### config.mk
export PLATFORM = sky130hd
export DESIGN_NAME = signal_gen
export DESIGN_NICKNAME = d
export VERILOG_FILES = /design/src/rtl/signal_gen.sv
export SDC_FILE = /design/constraint.sdc
export NUM_CORES = 1
export LEC_CHECK = 0
export ABC_AREA = 0
export ABC_CLOCK_PERIOD_IN_PS = 2400
export CAP_MARGIN = 5
export CORE_UTILIZATION = 53
export CTS_CLUSTER_DIAMETER = 120
export DETAILED_ROUTE_END_ITERATION = 16
export PLACE_DENSITY = 0.87
export SLEW_MARGIN = 5
export SYNTH_ARGS = -nofsm -noshare
export SYNTH_HDL_FRONTEND = slang
export SYNTH_SLANG_ARGS = --single-unit
### constraint.sdc
create_clock -name i_clk -period 2.4 [get_ports i_clk]
set_input_delay 0.48 -clock i_clk [delete_from_list [all_inputs] [get_ports i_clk]]
set_output_delay 0.48 -clock i_clk [all_outputs]
set_load 0.01 [all_outputs]
### src/rtl/signal_gen.sv
// signal_gen: run-length symbol transmitter; each accepted bit becomes a paced run of symbols.
// Optional abort input enabled by defining SIGNAL_GEN_ABORT_EN.
module signal_gen #(
   parameter int unsigned CNT_W   = 10,
   parameter int unsigned RUN_LEN = 6,
   parameter int unsigned GAP_LEN = 1,
   parameter int unsigned SYM_DIV = 1,
   parameter int unsigned MODE    = 1
) (
   input  logic i_clk,
   input  logic i_rst,
   input  logic i_bit_vld,
   input  logic i_bit_data,
`ifdef SIGNAL_GEN_ABORT_EN
   input  logic i_abort,
`endif
   output logic o_bit_rdy,
   output logic o_vld,
   output logic o_vld_data,
   output logic o_busy
);

   localparam int unsigned NSYM  = (MODE == 0) ? RUN_LEN + GAP_LEN : RUN_LEN;
   localparam int unsigned DIV_W = (SYM_DIV > 1) ? $clog2(SYM_DIV) : 1;

   typedef enum logic {IDLE = 1'b0, ACTIVE = 1'b1} state_e;

   state_e           state_q, state_d;
   logic             bit_q, bit_d;
   logic [CNT_W-1:0] sym_q, sym_d, sym_nxt_c;
   logic [DIV_W-1:0] div_q, div_d;
   logic             vld_q, vld_d;
   logic             data_q, data_d;
   logic             busy_q, busy_d;
   logic             abort_c, slot_end_c, last_sym_c, term_c, rdy_c, accept_c;

`ifdef SIGNAL_GEN_ABORT_EN
   assign abort_c = i_abort;
`else
   assign abort_c = 1'b0;
`endif

   // Terminal cycle: last clock of the final symbol slot of the current bit.
   assign slot_end_c = (div_q == DIV_W'(SYM_DIV - 1));
   assign last_sym_c = (sym_q == CNT_W'(NSYM - 1));
   assign term_c     = (state_q == ACTIVE) && slot_end_c && last_sym_c;
   assign sym_nxt_c  = sym_q + CNT_W'(1);

   assign rdy_c     = !i_rst && !abort_c && ((state_q == IDLE) || term_c);
   assign accept_c  = rdy_c && i_bit_vld;
   assign o_bit_rdy = rdy_c;

   always_ff @(posedge i_clk) begin
      if (i_rst) begin
         state_q <= IDLE;
      end else begin
         state_q <= state_d;
      end
   end

   always_comb begin
      state_d = state_q;
      case (state_q)
         IDLE:    if (accept_c) state_d = ACTIVE;
         ACTIVE:  if (abort_c || (term_c && !accept_c)) state_d = IDLE;
         default: state_d = IDLE;
      endcase
   end

   // Slot/symbol sequencing and the registered strobe/data/busy values.
   always_comb begin
      bit_d  = bit_q;
      sym_d  = sym_q;
      div_d  = div_q;
      vld_d  = 1'b0;
      data_d = data_q;
      if (accept_c) begin
         bit_d  = i_bit_data;
         sym_d  = '0;
         div_d  = '0;
         vld_d  = 1'b1;
         data_d = i_bit_data;
      end else if ((state_q == ACTIVE) && !abort_c) begin
         if (slot_end_c) begin
            div_d = '0;
            if (!last_sym_c) begin
               sym_d  = sym_nxt_c;
               vld_d  = 1'b1;
               data_d = (sym_nxt_c < CNT_W'(RUN_LEN)) ? bit_q : !bit_q;
            end
         end else begin
            div_d = div_q + DIV_W'(1);
         end
      end
      busy_d = (state_d == ACTIVE);
   end

   always_ff @(posedge i_clk) begin
      if (i_rst) begin
         bit_q  <= 1'b0;
         sym_q  <= '0;
         div_q  <= '0;
         vld_q  <= 1'b0;
         data_q <= 1'b0;
         busy_q <= 1'b0;
      end else begin
         bit_q  <= bit_d;
         sym_q  <= sym_d;
         div_q  <= div_d;
         vld_q  <= vld_d;
         data_q <= data_d;
         busy_q <= busy_d;
      end
   end

   assign o_vld      = vld_q;
   assign o_vld_data = data_q;
   assign o_busy     = busy_q;

endmodule

==> results.sh, run 1 <==
export IMPL_status="finished, final reports clean"
export IMPL_ant_nets=0
export IMPL_synthCells=85
export IMPL_cellLeakagePower_uw=0.000333
export IMPL_num_antenna_cells=0
export IMPL_power_uw=470
export IMPL_die_width_um=39.5
export IMPL_start_util_pct=57.4
export IMPL_antenna_found_initial=0
export IMPL_startpoint_type="flip-flop"
export IMPL_cp_cell_sequence="or3_1 > o41a_1 > nor2_1 > dlygate4sd2_1"
export IMPL_required_ns=1.92
export IMPL_hold_path_class="flip-flop to flip-flop"
export IMPL_wire_per_inst_um=14.9
export IMPL_arrival_ns=1.80
export IMPL_fmax_mhz=438
export IMPL_ir_worst_vdd_mv=0.361
export IMPL_cts_made_buffers=3
export IMPL_crit_path_end_kind="output pin"
export IMPL_cap_violations=0
export IMPL_ys_ff_latch=14
export IMPL_vias_per_cell=5.87
export IMPL_io_pins=8
export IMPL_grt_pass1_wl_um=2560
export IMPL_crit_slowest_cell="or3_1"
export IMPL_path_clk_slew_ns=0.08
export IMPL_setup_viol=0
export IMPL_grt_max_degree=13
export IMPL_cts_root_buf="clkbuf_4"
export IMPL_io_buffer_count=7
export IMPL_crit_path_max_fanout=5
export IMPL_crit_family="simple AND/OR/NAND/NOR gates"
export IMPL_critPathKind="flip-flop to output pin"
export IMPL_fill_cells=111
export IMPL_setup_tns_ns=0
export IMPL_slew_violations=0
export IMPL_tightest_slew_ns=0.368
export IMPL_htreeDepth=1
export IMPL_setup_reg_to_reg_worst_slack_ns=0.34
export IMPL_syn_nets=91
export IMPL_hold_slack_ns=0.548
export IMPL_core_mm2=0.00130
export IMPL_multi_input_comb_area_um2=434
export IMPL_cp_num_buf_inv=1
export IMPL_finalWeightedCongestion=0.789
export IMPL_rsz0062_at_grt="false"
export IMPL_dp_hpwl_um=1070
export IMPL_clock_latency_ns=0.28
export IMPL_grtUsageTotal_pct=25.6
export IMPL_die_area_mm2=0.00156
export IMPL_clock_path_buffers=2
export IMPL_post_route_util_pct=66.7
export IMPL_drive_gt1_share_pct=9.57
export IMPL_routed_wl_um=1620
export IMPL_grt_overflow_total=0
export IMPL_finalCritPeriodShare_pct=95.2
export IMPL_drc_errors=0
export IMPL_fin_ws_ns=0.116
export IMPL_die_height_um=39.5
export IMPL_yosysWarningCount=0
export IMPL_pre_cts_ws_ns=0.181
export IMPL_fin_nets=101
export IMPL_cts_setup_buffers=0
export IMPL_num_rows=13
export IMPL_syn2layout_area_growth_pct=16.2
export IMPL_clock_sinks=14
export IMPL_cpPeakStageDelay_ns=0.40
export IMPL_syn_area_um2=747
export IMPL_cts_tree="done"
export IMPL_finalClockSkew_ns=0.000411
export IMPL_p_per_area_mw_per_mm2=542
export IMPL_slew_headroom_pct=75.5
export IMPL_period_needed_ns=2.28
export IMPL_yosysUniqueCellTypes=26
export IMPL_drtIter0Drc=10
export IMPL_ys_seq_area_share_pct=37.5
export IMPL_grt_pass1_vias=573
export IMPL_timing_final_hold_violations=0
export IMPL_synth_area_per_cell_um2=8.79
export IMPL_firstDrtPassIters=4
export IMPL_vias=640
export IMPL_ff_latch_area_um2=280
-- synth_stat cells --
| cell type | count | share of area [%] |
|---|---|---|
| xnor2_1 | 3 | 3.5 |
| nand4bb_1 | 1 | 1.5 |
| nor3b_1 | 1 | 1.0 |
| nor2_1 | 15 | 7.5 |
| o21ai_0 | 3 | 2.0 |
| mux2i_1 | 2 | 2.7 |
| a41oi_1 | 1 | 1.2 |
| nand3_1 | 1 | 0.67 |
| maj3_1 | 1 | 1.3 |
| nand4_1 | 4 | 3.3 |
| or3_1 | 1 | 0.84 |
| nand2b_1 | 2 | 1.7 |
| a211oi_2 | 1 | 1.7 |
| xor2_1 | 8 | 9.4 |
| o31ai_1 | 1 | 1.0 |
| buf_2 | 5 | 3.3 |
| o41a_1 | 1 | 1.5 |
| nor2b_1 | 2 | 1.7 |
| and4_1 | 2 | 2.3 |
| ha_1 | 2 | 3.3 |
| and3_1 | 4 | 3.3 |
| inv_1 | 2 | 1.0 |
| nand2_1 | 5 | 2.5 |
| a2111oi_2 | 1 | 2.0 |
| a211oi_1 | 2 | 2.0 |
| dfxtp_1 | 14 | 38 |
-- layout by cell type, fill, tap and decap left out, types with 2 or more instances in the layout --
master,count
a211oi_1,2
and3_1,4
and4_1,2
buf_4,3
clkbuf_4,3
clkdlybuf4s50_1,6
dfxtp_1,14
ha_1,2
inv_1,2
mux2i_1,2
nand2_1,5
nand2b_1,2
nand4_1,4
nor2_1,15
nor2b_1,2
o21ai_0,3
xnor2_1,3
xor2_1,8
-- where the power goes --
part	switching (uW)	leakage [uW]	total, uW	internal, uW
combinational	25.6	0.000198	52.0	26.4
sequential	6.25	0.000114	246	239
clock	80.4	0.0000210	173	92.5
-- area by class of cell --
class                   count  share of cell area (%)
clock buffers               4                    4.18
flip-flops and latches     14                    32.3
well taps                  15                    2.16
inverters                   2                   0.865
repair buffers             10                    10.5
multi-input cells          64                    50.0
-- kinds of logic (layout without fill, tap and decap cells) --
group	after synthesis	after routing	share of synthesized area [%]
DFF	14	14	37.5
xor gates and xnor gates	11	11	12.9
buffers and inverters	7	16	4.35
adders and majority gates	3	3	4.69
and+or+nand+nor	38	38	26.5
muxes	2	2	2.68
AOI/OAI and AO/OA	10	10	11.4
-- worst reg2reg max path, delay by kind of cell (launching register included) --
family,cells,cell delay (ns)
AND/OR/NAND/NOR,3,0.89
flip-flops,1,0.37
buffers and inverters,1,0.19
AO/OA/AOI/OAI,2,0.49
-- sequential cells by signal, summed over array words and instances, names as in the netlist --
signal,cells
bit_q,1
o_busy,1
o_vld,1
o_vld_data,1
sym_q,10
-- through the flow --
stage               cell area (um2)  std cells
floorplan                       747         85
global placement                833        105
detailed placement              833        105
CTS                             868        109
global route                    868        109
finish                          868        109
-- layer usage --
metal | vias up | global-route usage (%) | routed length [um]
met5 | - | 0 | 0
met4 | 0 | 14.7 | 46
met3 | 8 | 5.68 | 90
met2 | 29 | 43.0 | 823
met1 | 290 | 29.1 | 659
li1 | 313 | - | -
-- worst paths after layout --
check / start / end / cells after the start
max reg2reg: sym_q[7]$_SDFFE_PP0P_ / sym_q[1]$_SDFFE_PP0P_ / 6
min reg2reg: sym_q[1]$_SDFFE_PP0P_ / sym_q[1]$_SDFFE_PP0P_ / 2
min: sym_q[1]$_SDFFE_PP0P_ / sym_q[1]$_SDFFE_PP0P_ / 2
max: sym_q[7]$_SDFFE_PP0P_ / o_bit_rdy / 4
-- repair_timing --
action,4_1_cts,5_1_grt
endpoints found under the setup margin,1,0
hold buffers,0,0
gates resized for setup,1,0
No activity file was read; power rests on OpenSTA's default activity.
==> run 2: changes to the inputs <==
Settings changed: ABC_AREA 0 to 1, PLACE_DENSITY 0.87 to 0.86.
==> results.sh, run 2 <==
export IMPL_tightest_slew_ns=0.495
export IMPL_critPathKind="flip-flop to output pin"
export IMPL_largest_reg_flops=10
export IMPL_hold_path_class="flip-flop to flip-flop"
export IMPL_fmax_mhz=466
export IMPL_hold_depth=2
export IMPL_ant_nets=0
export IMPL_grt_pass1_vias=856
export IMPL_required_ns=1.92
export IMPL_core_mm2=0.00158
export IMPL_firstDrtPassIters=5
export IMPL_setup_tns_ns=0
export IMPL_synth_edf_count=0
export IMPL_ys_ff_latch=14
export IMPL_synth_largest_area_cell="dfxtp_1"
export IMPL_dp_hpwl_um=1550
export IMPL_setup_viol=0
export IMPL_ys_seq_area_share_pct=29.7
export IMPL_num_antenna_cells=0
export IMPL_synth_common_cells="nand2_1, inv_1, dfxtp_1, nand3_1, nor2_1"
export IMPL_wire_per_inst_um=11.1
export IMPL_top_register="sym_q"
export IMPL_start_util_pct=59.9
export IMPL_htreeDepth=1
export IMPL_p_per_area_mw_per_mm2=452
export IMPL_cts_made_buffers=3
export IMPL_cts_resized=1
export IMPL_arrival_ns=1.67
export IMPL_fin_nets=174
export IMPL_cp_num_buf_inv=1
export IMPL_grt_overflow_total=0
export IMPL_crit_slowest_cell="dfxtp_1"
export IMPL_period_needed_ns=2.15
export IMPL_ff_latch_area_um2=280
export IMPL_cts_tree="done"
export IMPL_rr_worst_depth=9
export IMPL_synth_most_common_cell="nand2_1"
export IMPL_synth_area_per_cell_um2=5.98
export IMPL_yosysWarningCount=0
export IMPL_io_buffer_count=7
export IMPL_timing_final_hold_violations=0
export IMPL_yosysUniqueCellTypes=22
export IMPL_post_dp_cell_area_mm2=0.00102
export IMPL_cts_hold_fix_buffers=0
export IMPL_cp_cell_sequence="ha_1 > nand3_2 > nor3_2 > nor2_4 > nor2_2 > dlygate4sd2_1"
export IMPL_clock_sinks=14
export IMPL_crit_path_end_kind="output pin"
export IMPL_clock_latency_ns=0.29
export IMPL_cp_num_cells=6
export IMPL_finalCritPeriodShare_pct=89.5
export IMPL_slew_violations=0
export IMPL_grt_max_degree=15
export IMPL_final_common_cell="nand2_1"
export IMPL_die_height_um=44.2
export IMPL_syn_nets=164
export IMPL_grt_pass1_wl_um=3580
export IMPL_syn_area_um2=945
export IMPL_startpoint_type="flip-flop"
export IMPL_synthTopCellsByArea="dfxtp_1, nand2_1, inv_1"
export IMPL_cap_violations=0
export IMPL_die_area_mm2=0.00196
export IMPL_slew_headroom_pct=66.9
export IMPL_synthArstFlopShare_pct=0
export IMPL_crit_path_max_fanout=5
export IMPL_grtUsageTotal_pct=25.0
export IMPL_vias=984
export IMPL_rsz0062_at_grt="false"
export IMPL_die_width_um=44.2
export IMPL_cts_root_buf="clkbuf_4"
export IMPL_finalWeightedCongestion=0.875
export IMPL_vias_per_cell=5.38
export IMPL_crit_family="simple AND/OR/NAND/NOR gates"
export IMPL_synthCells=158
export IMPL_syn2layout_area_growth_pct=11.8
export IMPL_ys_flop_type="dfxtp_1"
export IMPL_drtIter0Drc=29
export IMPL_drive_gt1_share_pct=11.4
export IMPL_finalClockSkew_ns=0.00347
export IMPL_io_pins=8
export IMPL_antenna_found_initial=0
export IMPL_drc_errors=0
export IMPL_cts_setup_buffers=0
export IMPL_cpPeakStageDelay_ns=0.40
export IMPL_clock_path_buffers=2
export IMPL_multi_input_comb_area_um2=508
export IMPL_design_area_mm2=0.00106
export IMPL_routed_wl_um=2030
export IMPL_yosysTopAreaCellShare_pct=29.7
export IMPL_final_cell_mix="nand2_1, inv_1, dfxtp_1"
export IMPL_fill_cells=137
export IMPL_cellLeakagePower_uw=0.000570
export IMPL_ir_worst_vdd_mv=0.480
export IMPL_status="finished, final reports clean"
export IMPL_num_rows=14
export IMPL_path_clk_slew_ns=0.09
## run 2: cell types whose count changed after synthesis, moves of 6 or more
| cell | before | now |
|---|---|---|
| nand2_1 | 5 | 51 |
| o21ai_0 | 3 | 9 |
| nand3_1 | 1 | 13 |
| xor2_1 | 8 | 0 |
| inv_1 | 2 | 30 |
## run 2: worst min-delay path: stages (launching register included)
cell,delay (ns)
dfxtp_1,0.33
nand2_2,0.06
nand2_1,0.04
## run 2: final cells by class
class,instances,area share (%)
inverter,34,12.1
sequential,14,26.5
clock buffer,4,3.44
timing repair buffer,9,7.94
multi-input combinational,106,48.1
tap,16,1.90
## run 2: per-layer routing
layer / wire length [um] / track usage, % / up-vias
met5: 0 / 0 / -
met3: 88 / 6.12 / 13
met2: 916 / 39.1 / 31
li1: - / - / 497
met4: 81 / 13.9 / 0
met1: 946 / 31.3 / 443
## run 2: cell families after synthesis
| logic type | after synthesis | share of synthesized area [%] |
|---|---|---|
| AOI/OAI and AO/OA | 18 | 10.7 |
| DFF | 14 | 29.7 |
| buffers and inverters | 38 | 16.6 |
| and+or+nand+nor | 86 | 40.4 |
| adders and majority gates | 2 | 2.65 |
## run 2: worst paths after layout
path                                            start               endpoint  slack (ns)
worst min-delay path               bit_q$_SDFFE_PP0P_     bit_q$_SDFFE_PP0P_        0.46
worst min register to register     bit_q$_SDFFE_PP0P_     bit_q$_SDFFE_PP0P_        0.46
worst max-delay path            sym_q[0]$_SDFFE_PP0P_              o_bit_rdy        0.25
worst max register to register  sym_q[0]$_SDFFE_PP0P_  sym_q[0]$_SDFFE_PP0P_        0.60
## run 2: power by group
part           internal (uW)  total (uW)  switching [uW]
Clock                   92.4         174            81.2
Sequential               239         244            4.69
Combinational           25.5        59.6            34.1
Total                    357         477             120
## run 2: per-stage QoR
stage / instances / util (%) / hold slack, ns / worst slack [ns] / total power, uW
2_1_floorplan: 158 / - / 0.431 / 0.870 / 286
3_3_place_gp: 179 / 64.8 / 0.442 / 0.319 / 308
3_5_place_dp: 179 / 64.8 / 0.447 / 0.267 / 309
4_1_cts: 183 / 67.0 / 0.461 / 0.227 / 484
5_1_grt: 183 / 67.0 / 0.492 / 0.165 / 505
6_report: 183 / 67.0 / 0.459 / 0.252 / 477
==> run 3: changes to the inputs <==
Settings changed: DONT_BUFFER_PORTS set to 1, GPL_TIMING_DRIVEN set to 1, PLACE_DENSITY 0.86 to 0.8, SKIP_LAST_GASP set to 1.
==> results.sh, run 3 (synthesis gave the netlist of run 2 again) <==
export IMPL_status="finished, final reports clean"
export IMPL_timing_final_hold_violations=0
export IMPL_final_cell_mix="nand2_1, inv_1, dfxtp_1"
export IMPL_num_antenna_cells=0
export IMPL_die_width_um=44.2
export IMPL_die_area_mm2=0.00196
export IMPL_post_route_util_pct=60.8
export IMPL_cts_hold_fix_buffers=0
export IMPL_final_common_cell="nand2_1"
export IMPL_hold_path_class="input port to flip-flop"
export IMPL_core_mm2=0.00158
export IMPL_fill_cells=144
export IMPL_crit_path_end_kind="output pin"
export IMPL_critPathKind="flip-flop to output pin"
export IMPL_finalWeightedCongestion=0.902
export IMPL_syn2layout_area_growth_pct=1.46
export IMPL_finalCritPeriodShare_pct=84.1
export IMPL_grtUsageTotal_pct=23.0
export IMPL_vias=900
export IMPL_fmax_mhz=496
export IMPL_drtIter0Drc=41
export IMPL_dp_hpwl_um=1470
export IMPL_p_per_area_mw_per_mm2=434
export IMPL_clock_latency_ns=0.28
export IMPL_power_share_combinational_pct=8.8
export IMPL_clkPwrFrac_pct=32.0
export IMPL_power_uw=416
export IMPL_tightest_slew_ns=0.467
export IMPL_arrival_ns=1.54
export IMPL_drc_errors=0
export IMPL_clock_sinks=14
export IMPL_setup_viol=0
export IMPL_fin_ws_ns=0.382
export IMPL_cts_made_buffers=3
export IMPL_period_needed_ns=2.02
export IMPL_firstDrtPassIters=4
export IMPL_cts_setup_buffers=0
export IMPL_grt_pass1_vias=791
export IMPL_design_area_um2=958
export IMPL_num_rows=14
export IMPL_ant_nets=0
export IMPL_startpoint_type="flip-flop"
export IMPL_swShare_pct=25.8
export IMPL_die_height_um=44.2
export IMPL_io_pins=8
export IMPL_grt_max_degree=16
export IMPL_internal_power_uw=309
export IMPL_drive_gt1_share_pct=10.2
export IMPL_grt_pass1_wl_um=3220
export IMPL_finalClockSkew_ns=0.00121
export IMPL_path_clk_slew_ns=0.08
export IMPL_setup_tns_ns=0
export IMPL_ff_latch_area_um2=280
export IMPL_rsz0062_at_grt="false"
export IMPL_top_register="sym_q"
export IMPL_pre_cts_ws_ns=0.510
export IMPL_grt_overflow_total=0
export IMPL_cp_cell_sequence="ha_1 > nand3_2 > nor3_2 > nor2_4 > nor2_2"
export IMPL_cpPeakStageDelay_ns=0.42
export IMPL_largest_reg_flops=10
export IMPL_crit_path_max_fanout=15
export IMPL_fin_nets=165
export IMPL_vias_per_cell=5.20
export IMPL_io_buffer_count=0
export IMPL_cellLeakagePower_uw=0.000524
export IMPL_routed_wl_um=1860
export IMPL_slew_violations=0
export IMPL_wire_per_inst_um=10.7
export IMPL_slew_headroom_pct=68.8
export IMPL_cts_tree="done"
export IMPL_start_util_pct=59.9
export IMPL_switching_power_uw=107
export IMPL_clock_path_buffers=2
export IMPL_required_ns=1.92
export IMPL_htreeDepth=1
export IMPL_crit_slowest_cell="dfxtp_1"
export IMPL_post_dp_cell_area_um2=936
export IMPL_cap_violations=0
export IMPL_cts_root_buf="clkbuf_4"
export IMPL_ir_worst_vdd_mv=0.481
export IMPL_cts_resized=0
export IMPL_antenna_found_initial=0
export IMPL_p_seq_share_pct=59.2
export IMPL_multi_input_comb_area_um2=508
-- run 3: changes by cell type in the layout (fill, tap and decap cells not counted), sizes merged --
cell / delta
buf: -2
clkbuf: -1
clkdlybuf4s50: -6
dlygate4sd2: -1
-- run 3: area by class of cell --
type,instances,share of cell area (%)
Inverter,34,13.3
Tap cell,16,2.09
Clock buffer,3,2.35
Sequential cell,14,29.2
Multi-Input combinational cell,106,53.0
-- run 3: worst paths after layout --
check	cells past startpoint	to	startpoint	slack [ns]
worst max-delay path	5	o_bit_rdy	sym_q[0]$_SDFFE_PP0P_	0.38
worst max register to register	11	sym_q[4]$_SDFFE_PP0P_	sym_q[1]$_SDFFE_PP0P_	0.47
worst min register to register	2	bit_q$_SDFFE_PP0P_	bit_q$_SDFFE_PP0P_	0.46
worst min-delay path	1	o_vld$_SDFF_PP0_	i_rst	0.25
-- run 3: per-layer routing --
metal	track usage (%)	vias to the layer above	part of all wire, %	routed length [um]
li1	-	480	-	-
met1	28.8	387	48	885
met2	37.4	27	45	827
met3	4.08	6	5.2	96
met4	12.7	0	2.5	46
met5	0	-	0	0
-- run 3: through the flow --
step	hold slack [ns]	instances
after floorplan	0.431	158
after global placement	0.448	170
after detailed placement	0.453	170
after CTS	0.253	173
after global routing	0.254	173
final	0.254	173
-- run 3: power groups by stage --
stage	registers, uW	clock network (uW)	logic, uW
6_report	246	133	36.6
5_1_grt	247	142	41.8
2_1_floorplan	250	0	35.1
3_5_place_dp	252	0	36.5
4_1_cts	246	134	36.7
3_3_place_gp	252	0	35.5
-- run 3: worst max-delay path, delay by kind of cell (launching register included) --
family | cells | cell delay (ns)
DFF | 1 | 0.42
adders and majority gates | 1 | 0.19
and+or+nand+nor | 4 | 0.65
